--- src/rtl/trace_pkg.sv ---
// rtl/trace_pkg.sv - shared types and defaults for the trace capture block
// Purpose: state encoding, trace entry layout and default sizing used by
//          trace_capture and trace_fifo.
// Contents: DEFAULT_DEPTH, DEFAULT_MAX_CYCLES, state_t + ST_* codes,
//           trace_entry_t {idx[15:0], pc[31:0], inst[31:0]} (80 bits).
package trace_pkg;

   localparam int DEFAULT_DEPTH      = 16;
   localparam int DEFAULT_MAX_CYCLES = 2048;

   // Capture FSM state encoding
   typedef logic [1:0] state_t;
   localparam state_t ST_IDLE    = 2'd0;
   localparam state_t ST_CAPTURE = 2'd1;
   localparam state_t ST_DRAIN   = 2'd2;
   localparam state_t ST_DONE    = 2'd3;

   typedef struct packed {
      logic [15:0] idx;
      logic [31:0] pc;
      logic [31:0] inst;
   } trace_entry_t;

   localparam int ENTRY_W = $bits(trace_entry_t);

endpackage

--- src/rtl/trace_fifo.sv ---
// rtl/trace_fifo.sv - synchronous first-word-fall-through trace FIFO
// Purpose: holds captured trace entries; head entry is always visible.
// Ports: clk_in, reset (sync, active-high), flush (sync clear),
//        push/push_data (write request), pop (read request),
//        head (entry at read pointer, zero when empty), empty, full, count.
module trace_fifo
   import trace_pkg::*;
#(
   parameter int DEPTH = DEFAULT_DEPTH
) (
   input  logic                       clk_in,
   input  logic                       reset,
   input  logic                       flush,
   input  logic                       push,
   input  logic [ENTRY_W-1:0]         push_data,
   input  logic                       pop,
   output logic [ENTRY_W-1:0]         head,
   output logic                       empty,
   output logic                       full,
   output logic [$clog2(DEPTH):0]     count
);

   localparam int AW = $clog2(DEPTH);

   logic [ENTRY_W-1:0] mem [DEPTH];
   logic [AW-1:0]      wr_ptr;
   logic [AW-1:0]      rd_ptr;
   logic               do_push;
   logic               do_pop;

   assign empty   = (count == '0);
   assign full    = (count == (AW+1)'(DEPTH));
   assign do_pop  = pop && !empty;
   // A full FIFO still takes a write when the head leaves in the same cycle
   assign do_push = push && (!full || do_pop);
   // Zero the head when empty so the outputs are clean out of reset
   assign head    = empty ? '0 : mem[rd_ptr];

   // Pointers are AW bits wide, so they wrap modulo DEPTH for free
   always_ff @(posedge clk_in) begin
      if (reset || flush) begin
         wr_ptr <= '0;
         rd_ptr <= '0;
         count  <= '0;
      end else begin
         if (do_push) wr_ptr <= wr_ptr + 1'b1;
         if (do_pop)  rd_ptr <= rd_ptr + 1'b1;
         case ({do_push, do_pop})
            2'b10:   count <= count + 1'b1;
            2'b01:   count <= count - 1'b1;
            default: count <= count;
         endcase
      end
   end

   always_ff @(posedge clk_in) begin
      if (do_push && !flush) mem[wr_ptr] <= push_data;
   end

endmodule

--- src/rtl/trace_capture.sv ---
// rtl/trace_capture.sv - CPU pc/inst trace capture with FWFT output stream
// Purpose: on start, samples {cycle index, pc, inst} every cycle into a FIFO
//          until MAX_CYCLES samples or stop, then drains and reports done.
// Ports: clk_in, reset (sync, active-high), start, stop, pc, inst,
//        out_valid/out_ready/out_idx/out_pc/out_inst (trace word stream),
//        busy (CAPTURE or DRAIN), done (DONE), overflow (sticky drop flag).
module trace_capture
   import trace_pkg::*;
#(
   parameter int DEPTH      = DEFAULT_DEPTH,
   parameter int MAX_CYCLES = DEFAULT_MAX_CYCLES
) (
   input  logic        clk_in,
   input  logic        reset,
   input  logic        start,
   input  logic        stop,
   input  logic [31:0] pc,
   input  logic [31:0] inst,
   output logic        out_valid,
   input  logic        out_ready,
   output logic [15:0] out_idx,
   output logic [31:0] out_pc,
   output logic [31:0] out_inst,
   output logic        busy,
   output logic        done,
   output logic        overflow
);

   localparam int          AW       = $clog2(DEPTH);
   localparam logic [15:0] LAST_IDX = 16'(MAX_CYCLES - 1);

   state_t          state;
   logic [15:0]     cycle_cnt;
   logic            launch;
   logic            capturing;
   logic            pop;
   logic            drop;
   logic            drain_last;
   logic            full;
   logic            empty;
   logic [AW:0]     count;
   logic [ENTRY_W-1:0] head;
   trace_entry_t    head_e;
   trace_entry_t    sample;

   assign launch    = start && (state == ST_IDLE || state == ST_DONE);
   assign capturing = (state == ST_CAPTURE);
   assign pop       = out_valid && out_ready;
   // A full FIFO loses the sample only when nothing leaves this cycle
   assign drop      = capturing && full && !pop;
   // FIFO is empty after this edge: already empty, or its last entry leaves now
   assign drain_last = empty || (count == {{AW{1'b0}}, 1'b1} && pop);

   assign sample = '{idx: cycle_cnt, pc: pc, inst: inst};
   assign head_e = head;

   assign out_valid = !empty;
   assign out_idx   = head_e.idx;
   assign out_pc    = head_e.pc;
   assign out_inst  = head_e.inst;
   assign busy      = (state == ST_CAPTURE) || (state == ST_DRAIN);
   assign done      = (state == ST_DONE);

   trace_fifo #(
      .DEPTH (DEPTH)
   ) u_fifo (
      .clk_in    (clk_in),
      .reset     (reset),
      .flush     (launch),
      .push      (capturing),
      .push_data (sample),
      .pop       (pop),
      .head      (head),
      .empty     (empty),
      .full      (full),
      .count     (count)
   );

   always_ff @(posedge clk_in) begin
      if (reset) begin
         state     <= ST_IDLE;
         cycle_cnt <= '0;
         overflow  <= 1'b0;
      end else begin
         case (state)
            ST_IDLE, ST_DONE: begin
               if (start) begin
                  state     <= ST_CAPTURE;
                  cycle_cnt <= '0;
                  overflow  <= 1'b0;
               end
            end
            ST_CAPTURE: begin
               // Counter advances even on dropped samples so gaps show in idx
               if (cycle_cnt != 16'hFFFF) cycle_cnt <= cycle_cnt + 16'd1;
               if (drop) overflow <= 1'b1;
               if (stop || cycle_cnt == LAST_IDX) state <= ST_DRAIN;
            end
            ST_DRAIN: begin
               if (drain_last) state <= ST_DONE;
            end
            default: state <= ST_IDLE;
         endcase
      end
   end

endmodule
--- config.mk ---
export PLATFORM = sky130hd
export DESIGN_NAME = trace_capture
export DESIGN_NICKNAME = d
export VERILOG_FILES = /design/src/rtl/trace_pkg.sv /design/src/rtl/trace_fifo.sv /design/src/rtl/trace_capture.sv
export SDC_FILE = /design/constraint.sdc
export NUM_CORES = 1
export LEC_CHECK = 0
export ABC_AREA = 1
export ABC_CLOCK_PERIOD_IN_PS = 9950
export CAP_MARGIN = 10
export CORE_MARGIN = 4
export CORE_UTILIZATION = 55
export DETAILED_ROUTE_END_ITERATION = 8
export PLACE_DENSITY = 0.72
export SYNTH_ARGS = -nofsm -noshare
export SYNTH_HDL_FRONTEND = slang
export SYNTH_SLANG_ARGS = --single-unit
--- constraint.sdc ---
create_clock -name clk_in -period 9.95 [get_ports clk_in]
set_input_delay 1.99 -clock clk_in [delete_from_list [all_inputs] [get_ports clk_in]]
set_output_delay 1.99 -clock clk_in [all_outputs]
set_load 0.005 [all_outputs]
* After elaboration in Yosys (flattened, before gate mapping)
Memory sizes are Yosys's and may differ from the RTL's. A register that Yosys moved wholly into a read port is not among the register bits. Index checks and enable logic that the tools add are counted. Widths: inputs -> output; s select.
Operators by class: add/sub/neg operators 5, $mul 0, div/mod/pow operators 0, $lt $le $gt $ge 0, eq/ne operators 14, shift operators 0, multiplexer cells 16, bitwise operators 0, reduce and logical (&&, ||, !) cells 26
Operators with widths (number):
- $mux 80 | 1
- $mux 16 | 2
- $pmux 16 s2 | 1
- $add 16x1->16 const B | 1
- $eq 16x11->1 const B | 1
- $ne 16x16->1 const B | 1
- $pmux 5 s2 | 1
- $reduce_and 3->1 | 3
- $add 4x1->4 const B | 2
- $logic_and 1x1->1 | 8
- $mux 4 | 2
- $eq 2x2->1 const B | 3
- $logic_or 1x1->1 | 6
- $mux 2 | 3
- $ne 2x1->1 const B | 3
- $pmux 2 s3 | 1
- $add 5x1->5 const B | 1
- $eq 5x1->1 const B | 1
- $eq 5x5->1 const B | 1
- $logic_not 5->1 | 1
- $sub 5x1->5 const B | 1
- $eq 2x1->1 const B | 2
- $logic_not 1->1 | 4
- $mux 1 | 4
- 5 further kinds | 7
Word-level totals: register bits after elaboration 32, latch bits 0, RAM bits 1280, bits in read-only memories 0, bits of input ports 69, output and inout bits 84, word-level logic and storage cells 68, memories 1
Memories:
- u_fifo.mem | words 16, width 80, read ports 1, clocked after memory_dff 1, wr ports 1, RTL line trace_fifo.sv:25 | logic [ENTRY_W-1:0] mem [DEPTH];

* Longest topological paths before layout
Gate-level depths: netlist of the first run.
word-level depth 9, mapped depth 12, mapped depth without buffers 12

* Hierarchy
From an unflattened synthesis of the first run, not the netlist that was laid out.
Second synthesis, totals: cells, all modules 4071, area total of the unflattened synthesis 52422.8 µm²
By module, submodules not included:
- trace_fifo | instances 1, cells an instance 3846, area an instance 51064.0 µm², seq. area each 38777.2 µm²
- trace_capture | instances 1, cells an instance 225, area an instance 1358.8 µm², seq. area each 380.4 µm²

* Worst setup path before layout of the first run
No wires, ideal clock.
path kind input to register, start point input port out_ready, end point memory u_fifo.mem[11][0] (netlist bit), enable pin, library setup time 0.519 ns, data arrival time 5.806 ns, required time 9.431 ns, slack 3.625 ns, cell stages on the path 6, path buffers 0, cells stage by stage inv_1 nand2_1 nand2_1 inv_1 nand2_1 nor2_1
On the way: word-level cells in the longest chain between the ends 7
Ends and longest elaborated chain:
- start: declaration | RTL line trace_capture.sv:20 | input logic out_ready,
- $logic_and 1x1->1 | RTL line trace_capture.sv:48 | assign pop = out_valid && out_ready;
- $logic_and 1x1->1 | RTL line trace_fifo.sv:33 | assign do_pop = pop && !empty;
- $logic_or 1x1->1 | RTL line trace_fifo.sv:35 | assign do_push = push && (!full || do_pop);
- $logic_and 1x1->1 | RTL line trace_fifo.sv:35
- $logic_and 1x1->1 | RTL line trace_fifo.sv:57 | if (do_push && !flush) mem[wr_ptr] <= push_data;
- $mux 1 | RTL line trace_fifo.sv:57
- $mux 1 (implied by the code) | RTL line trace_fifo.sv:57
- end: declaration | RTL line trace_fifo.sv:25
Every way passes these cells.

==> reports/results.ini, run 1 <==
[floorplanning]
initial_utilization_pct=55.8
fp.dieW_um=317
num_rows=112
ios=153
die_area_um2=100000
core_um2=93900
die_y_um=317

[worst_hold_path]
hp-class=flip-flop to flip-flop

[finish]
fin_area_um2=59000
final_util_pct=62.9
drive_gt1_share_pct=5.97
syn2layout_area_growth_pct=12.6
fin_nets=4298

[timing]
rsz0062_at_grt=false
finalClockSkew_ns=0.0347
setup_viol=0
period_needed_ns=6.82
fmax_mhz=147
whs_ns=0.490
setup-tns-final_ns=0
hold_viol=0
finalCritPeriodShare_pct=68.5
worst_slew_pin_slew_ns=1.31
maxSlewHeadroom_pct=12.3
drv_slew=0

[critical_path]
cp_max_fo=261
crit_path_end=out_inst[14]
r2r-end=u_fifo.mem[3][32]$_DFFE_PP_
rr_worst_depth=11
cp-start-kind=flip-flop
crit_arrival_ns=4.83
path_common_cell=nor2_1
max_stage_delay_ns=0.74
timing.rr.start=u_fifo.count[0]$_SDFFE_PP0P_
cp-end-kind=output pin
crit_chain=buf_4 > buf_12 > nor2_1 > nor2_1 > o21ai_0 > o211ai_1 > nand3_1 > a21oi_1 > clkdlybuf4s50_1
path_class=flip-flop to output pin
cp_slowest_cell=dfxtp_4
regToRegSetupSlack_ns=6.02
cp_data_required_time_ns=7.96

[grt]
grt_pass1_wl_um=193000
grt_util_met2_pct=41.3
grt_usage_pct=25.5
grt_pass1_vias=32100
overflow=0
grt.busiest_layer=met2
grtUsageMet1_pct=35.3
grt_antenna_before_repair=5
grt_max_degree=262
grtUsageMet3_pct=4.57

[power]
p_leak_nw=19.2
ir_drop_uv=217
p_seq_share_pct=45.0
p_switching_mw=4.16
clkPwrFrac_pct=33.9
combPwrFrac_pct=21.1
powerDensity_nw_per_um2=239
p_int_mw=9.97
switching_share_pct=29.5

[flow_run]
drv_cap=0

[cts]
htreeDepth=4
cts_tree=done
numCtsBuffers=132
postCtsSetupBuffers=0
post_cts_resized=0
hold_buffers=0
cts-root-buf=clkbuf_16
worstSkewPairLatency_ns=0.75
cts_max_path_buffers=3
clk_pin_slew_worst_paths_ns=0.06
cts.sinks=1316

[detailed_routing]
ant_nets=0
vias=33400
vias_per_cell=5.99
drt_iter0_drc=4098
dr.pass1.iters=6
drc_errors=0
wl_um=129000
wl_per_cell_um=23.2

[place]
hpwlAfterDp_um=59500
io_buffers=152
post_dp_cell_area_um2=54800
gp_congestion=0.782

[synthesis]
ys_ff_latch=1316
synth.yosys.seq_area_share_pct=74.7
synth_cell_types=31
ys_warn_count=0
synthCells=4152
netlist_area_um2=52400
syn_avg_cell_area_um2=12.6
syn_nets=4236

[run_status]
status=completed

flip-flops by register name, indices dropped and copies added (netlist names), named ones only:
| name | cells |
|---|---|
| u_fifo.mem | 1280 |
| cycle_cnt | 16 |
| u_fifo.count | 5 |
| u_fifo.rd_ptr | 4 |
| u_fifo.wr_ptr | 4 |
| state | 2 |
| overflow | 1 |
synth_stat cells:
| cell type | number | area share [%] |
|---|---|---|
| a21oi_1 | 126 | 1.2 |
| clkinv_1 | 1 | 0.0072 |
| buf_2 | 37 | 0.35 |
| nor3_1 | 5 | 0.048 |
| dfxtp_1 | 36 | 1.4 |
| edfxtp_1 | 1280 | 73 |
| a21o_1 | 1 | 0.014 |
| o21ai_2 | 1 | 0.017 |
| nand4_1 | 6 | 0.072 |
| o21bai_1 | 2 | 0.029 |
| nand3b_1 | 1 | 0.014 |
| o21ai_1 | 185 | 1.8 |
| o21ai_0 | 468 | 4.5 |
| nand2_2 | 1 | 0.012 |
| nand2_1 | 94 | 0.67 |
| xor2_1 | 4 | 0.067 |
| buf_6 | 7 | 0.15 |
| xnor2_1 | 1 | 0.017 |
| clkinv_2 | 1 | 0.0095 |
| inv_1 | 70 | 0.50 |
| o211ai_1 | 215 | 3.1 |
| nand3_1 | 266 | 2.5 |
| a211oi_1 | 1 | 0.014 |
| inv_2 | 4 | 0.029 |
| clkbuf_1 | 144 | 1.0 |
| ha_1 | 15 | 0.36 |
| or2_2 | 1 | 0.012 |
| buf_1 | 39 | 0.28 |
| buf_4 | 46 | 0.66 |
| nor2_2 | 2 | 0.024 |
| nor2_1 | 1092 | 7.8 |
routing by layer:
metal / vias up / part of all wire, %
met3: 268 / 9.0
met4: 0 / 2.9
met1: 16400 / 40
met2: 1526 / 48
li1: 15200 / -
met5: - / 0
power by group through the flow:
stage / clock (mW) / combinational (mW) / sequential [mW]
after global placement: 0 / 2.92 / 6.47
final: 4.79 / 2.98 / 6.36
after floorplan: 0 / 1.87 / 6.43
after detailed placement: 0 / 2.96 / 6.47
after global routing: 5.09 / 3.30 / 6.37
after CTS: 4.84 / 2.99 / 6.36
worst min-delay path by stage:
stage,from,endpoint,slack [ns],cells after the start
5_1_grt,u_fifo.count[3]$_SDFFE_PP0P_,u_fifo.count[3]$_SDFFE_PP0P_,0.53,2
2_1_floorplan,u_fifo.count[3]$_SDFFE_PP0P_,u_fifo.count[3]$_SDFFE_PP0P_,0.45,2
3_5_place_dp,u_fifo.rd_ptr[2]$_SDFFE_PP0P_,flip-flop,0.48,2
3_3_place_gp,u_fifo.count[3]$_SDFFE_PP0P_,u_fifo.count[3]$_SDFFE_PP0P_,0.46,2
6_report,u_fifo.count[3]$_SDFFE_PP0P_,u_fifo.count[3]$_SDFFE_PP0P_,0.49,2
4_1_cts,u_fifo.rd_ptr[2]$_SDFFE_PP0P_,flip-flop,0.50,2
placed cells by master (no fill, tap or decap), types with 3 or more instances in the layout:
| master | synthesis | routed |
|---|---|---|
| a21oi_1 | 126 | 126 |
| buf_12 | 0 | 6 |
| buf_4 | 46 | 43 |
| bufinv_16 | 0 | 6 |
| clkbuf_1 | 144 | 32 |
| clkbuf_16 | 0 | 135 |
| clkbuf_8 | 0 | 4 |
| clkdlybuf4s50_1 | 0 | 152 |
| clkinv_1 | 1 | 31 |
| clkinv_2 | 1 | 16 |
| clkinv_8 | 0 | 6 |
| dfxtp_1 | 36 | 32 |
| dfxtp_4 | 0 | 4 |
| diode_2 | 0 | 5 |
| edfxtp_1 | 1280 | 1280 |
| ha_1 | 15 | 15 |
| inv_1 | 70 | 70 |
| inv_16 | 0 | 3 |
| inv_6 | 0 | 3 |
| inv_8 | 0 | 3 |
| nand2_1 | 94 | 94 |
| nand3_1 | 266 | 266 |
| nand4_1 | 6 | 6 |
| nor2_1 | 1092 | 1076 |
| nor2_4 | 0 | 16 |
| nor3_1 | 5 | 5 |
| o211ai_1 | 215 | 215 |
| o21ai_0 | 468 | 468 |
| o21ai_1 | 185 | 185 |
| xor2_1 | 4 | 4 |
stage by stage:
step / setup WS, ns / power, mW / cells
global placement: 3.94 / 9.39 / 5334
floorplan: 3.63 / 8.30 / 4152
finish: 3.13 / 14.1 / 5580
global route: 2.87 / 14.8 / 5577
CTS: 3.16 / 14.2 / 5575
detailed placement: 3.99 / 9.44 / 5334
layout make-up:
class / count / area [um^2]
Multi-Input combinational cell: 2487 / 11800
Fill cell: 6912 / 34900
Timing Repair Buffer: 201 / 1960
Antenna cell: 5 / 12.5
Tap cell: 1254 / 1570
Inverter: 76 / 313
Clock buffer: 171 / 3550
Sequential cell: 1316 / 39200
Clock inverter: 70 / 644
worst max-delay path: cells and delay by family, from the launching register on:
kind            cells  cell delay [ns]
buf+inv             3             1.96
flops               1             0.74
compound gates      3             0.64
simple gates        3             0.43
cell families after synthesis:
| family | Yosys count | share of synthesized area (%) |
|---|---|---|
| flops | 1316 | 74.7 |
| fa+ha+maj | 15 | 0.358 |
| compound gates | 999 | 10.6 |
| buf+inv | 349 | 3.02 |
| xor+xnor | 5 | 0.0836 |
| simple gates | 1468 | 11.2 |
(Power assumes the default switching activity.)
==> inputs of run 2 (changes only) <==
ABC_CLOCK_PERIOD_IN_PS = 6710   (was 9950)
clock period = 6.71 ns   (was 9.95 ns; I/O delays follow)
==> reports/results.ini, run 2 (synthesized netlist as in run 1, its figures left out) <==
[run_status]
status=completed

[floorplanning]
num_rows=112
die_area_um2=100000
ios=153
core_um2=93900
fp.dieW_um=317
initial_utilization_pct=55.8
die_y_um=317

[place]
gp_congestion=0.782
hpwlAfterDp_um=61700
io_buffers=152

[finish]
top_regs=u_fifo.mem (1280), cycle_cnt (16), u_fifo.count (5)
largest_register_ffs=1280
largest_register=u_fifo.mem
syn2layout_area_growth_pct=13.1
drive_gt1_share_pct=6.14
fin_nets=4301
mostFrequentLayoutCell=edfxtp_1
layout_common_cells=edfxtp_1, nor2_1, o21ai_0

[timing]
setup-tns-final_ns=0
whs_ns=0.485
drv_slew=0
finalClockSkew_ns=0.0225
setup_viol=0
maxSlewHeadroom_pct=19.1
period_needed_ns=5.60
rsz0062_at_grt=false
hold_viol=0
worst_slew_pin_slew_ns=1.21
fmax_mhz=179
finalCritPeriodShare_pct=83.4

[critical_path]
cp_max_fo=90
cp-end-kind=output pin
cp-start-kind=flip-flop
path_class=flip-flop to output pin
cp_data_required_time_ns=5.37
crit_arrival_ns=4.26

[worst_hold_path]
hp-class=flip-flop to flip-flop

[cts]
cts-root-buf=clkbuf_16
post_cts_resized=0
cts_max_path_buffers=3
cts_tree=done
worstSkewPairLatency_ns=0.74
cts.sinks=1316
clk_pin_slew_worst_paths_ns=0.06
numCtsBuffers=130
hold_buffers=0
postCtsSetupBuffers=0
htreeDepth=4

[grt]
grt_max_degree=190
grtUsageMet1_pct=35.5
grt_antenna_before_repair=5
grt_usage_pct=25.4
grt_pass1_vias=32500
grt_util_met2_pct=40.6
overflow=0
grt.busiest_layer=met2
grt_pass1_wl_um=193000
grtUsageMet3_pct=5.12

[detailed_routing]
wl_per_cell_um=23.0
ant_nets=0
drc_errors=0
drt_iter0_drc=3901
vias=33500
dr.pass1.iters=6
vias_per_cell=6.00
wl_um=128000

[power]
p_int_mw=15.0
p_seq_share_pct=44.7
ir_drop_uv=275
combPwrFrac_pct=21.2
switching_share_pct=28.9
p_leak_nw=19.4
clkPwrFrac_pct=34.1
p_switching_mw=6.09
powerDensity_nw_per_um2=356

[flow_run]
drv_cap=0

run 2: changes by cell type in the layout (fill, tap and decap cells not counted), sizes merged:
cell / before / now
clkinv: 56 / 47
bufinv: 6 / 13
buf: 49 / 54
clkbuf: 171 / 166
clkinvlp: 2 / 1
diode: 5 / 4
run 2: critical path, cell delays in order, from the launching register on:
cell and delay [ns]:
dfxtp_4 0.88, buf_4 0.90, o21ai_0 0.20, o21ai_0 0.30, nand3_1 0.13, a21oi_1 0.43
clkdlybuf4s50_1 0.60
run 2: layout make-up:
| type | count | area (um^2) |
|---|---|---|
| Multi-Input combinational cell | 2487 | 11800 |
| Clock buffer | 166 | 3500 |
| Fill cell | 6830 | 34600 |
| Sequential cell | 1316 | 39200 |
| Inverter | 76 | 313 |
| Antenna cell | 4 | 10.0 |
| Clock inverter | 67 | 721 |
| Timing Repair Buffer | 206 | 2200 |
| Tap cell | 1254 | 1570 |
run 2: power by group through the flow:
stage / clock [mW] / combinational, mW / sequential, mW
after global routing: 7.63 / 4.93 / 9.45
after global placement: 0 / 4.39 / 9.59
after CTS: 7.29 / 4.47 / 9.43
after detailed placement: 0 / 4.44 / 9.60
after floorplan: 0 / 2.77 / 9.54
final: 7.19 / 4.47 / 9.43
run 2: path summary, 6_finish.rpt:
check,from,depth (start not counted),slack (ns),to
min reg2reg,u_fifo.count[3]$_SDFFE_PP0P_,2,0.49,u_fifo.count[3]$_SDFFE_PP0P_
max,flip-flop,6,1.11,out_idx[15]
max reg2reg,u_fifo.count[0]$_SDFFE_PP0P_,10,3.37,u_fifo.mem[11][35]$_DFFE_PP_
min,u_fifo.count[3]$_SDFFE_PP0P_,2,0.49,u_fifo.count[3]$_SDFFE_PP0P_
run 2: stage by stage:
stage / instance area [um^2] / util [%] / setup slack, ns / cells / total power, mW
finish: 59300 / 63.1 / 1.11 / 5576 / 21.1
global route: 59300 / 63.1 / 0.822 / 5574 / 22.0
CTS: 59300 / 63.1 / 1.11 / 5572 / 21.2
detailed placement: 55000 / 58.6 / 1.95 / 5339 / 14.0
global placement: 55000 / 58.6 / 1.94 / 5339 / 14.0
floorplan: 52400 / - / 1.03 / 4152 / 12.3
run 2: metal layers:
metal	vias to the layer above	routed length, um	share of wire (%)
li1	15200	-	-
met1	16500	52300	41
met2	1529	60700	47
met3	259	11200	8.7
met4	2	3800	3.0
met5	-	13	0.010
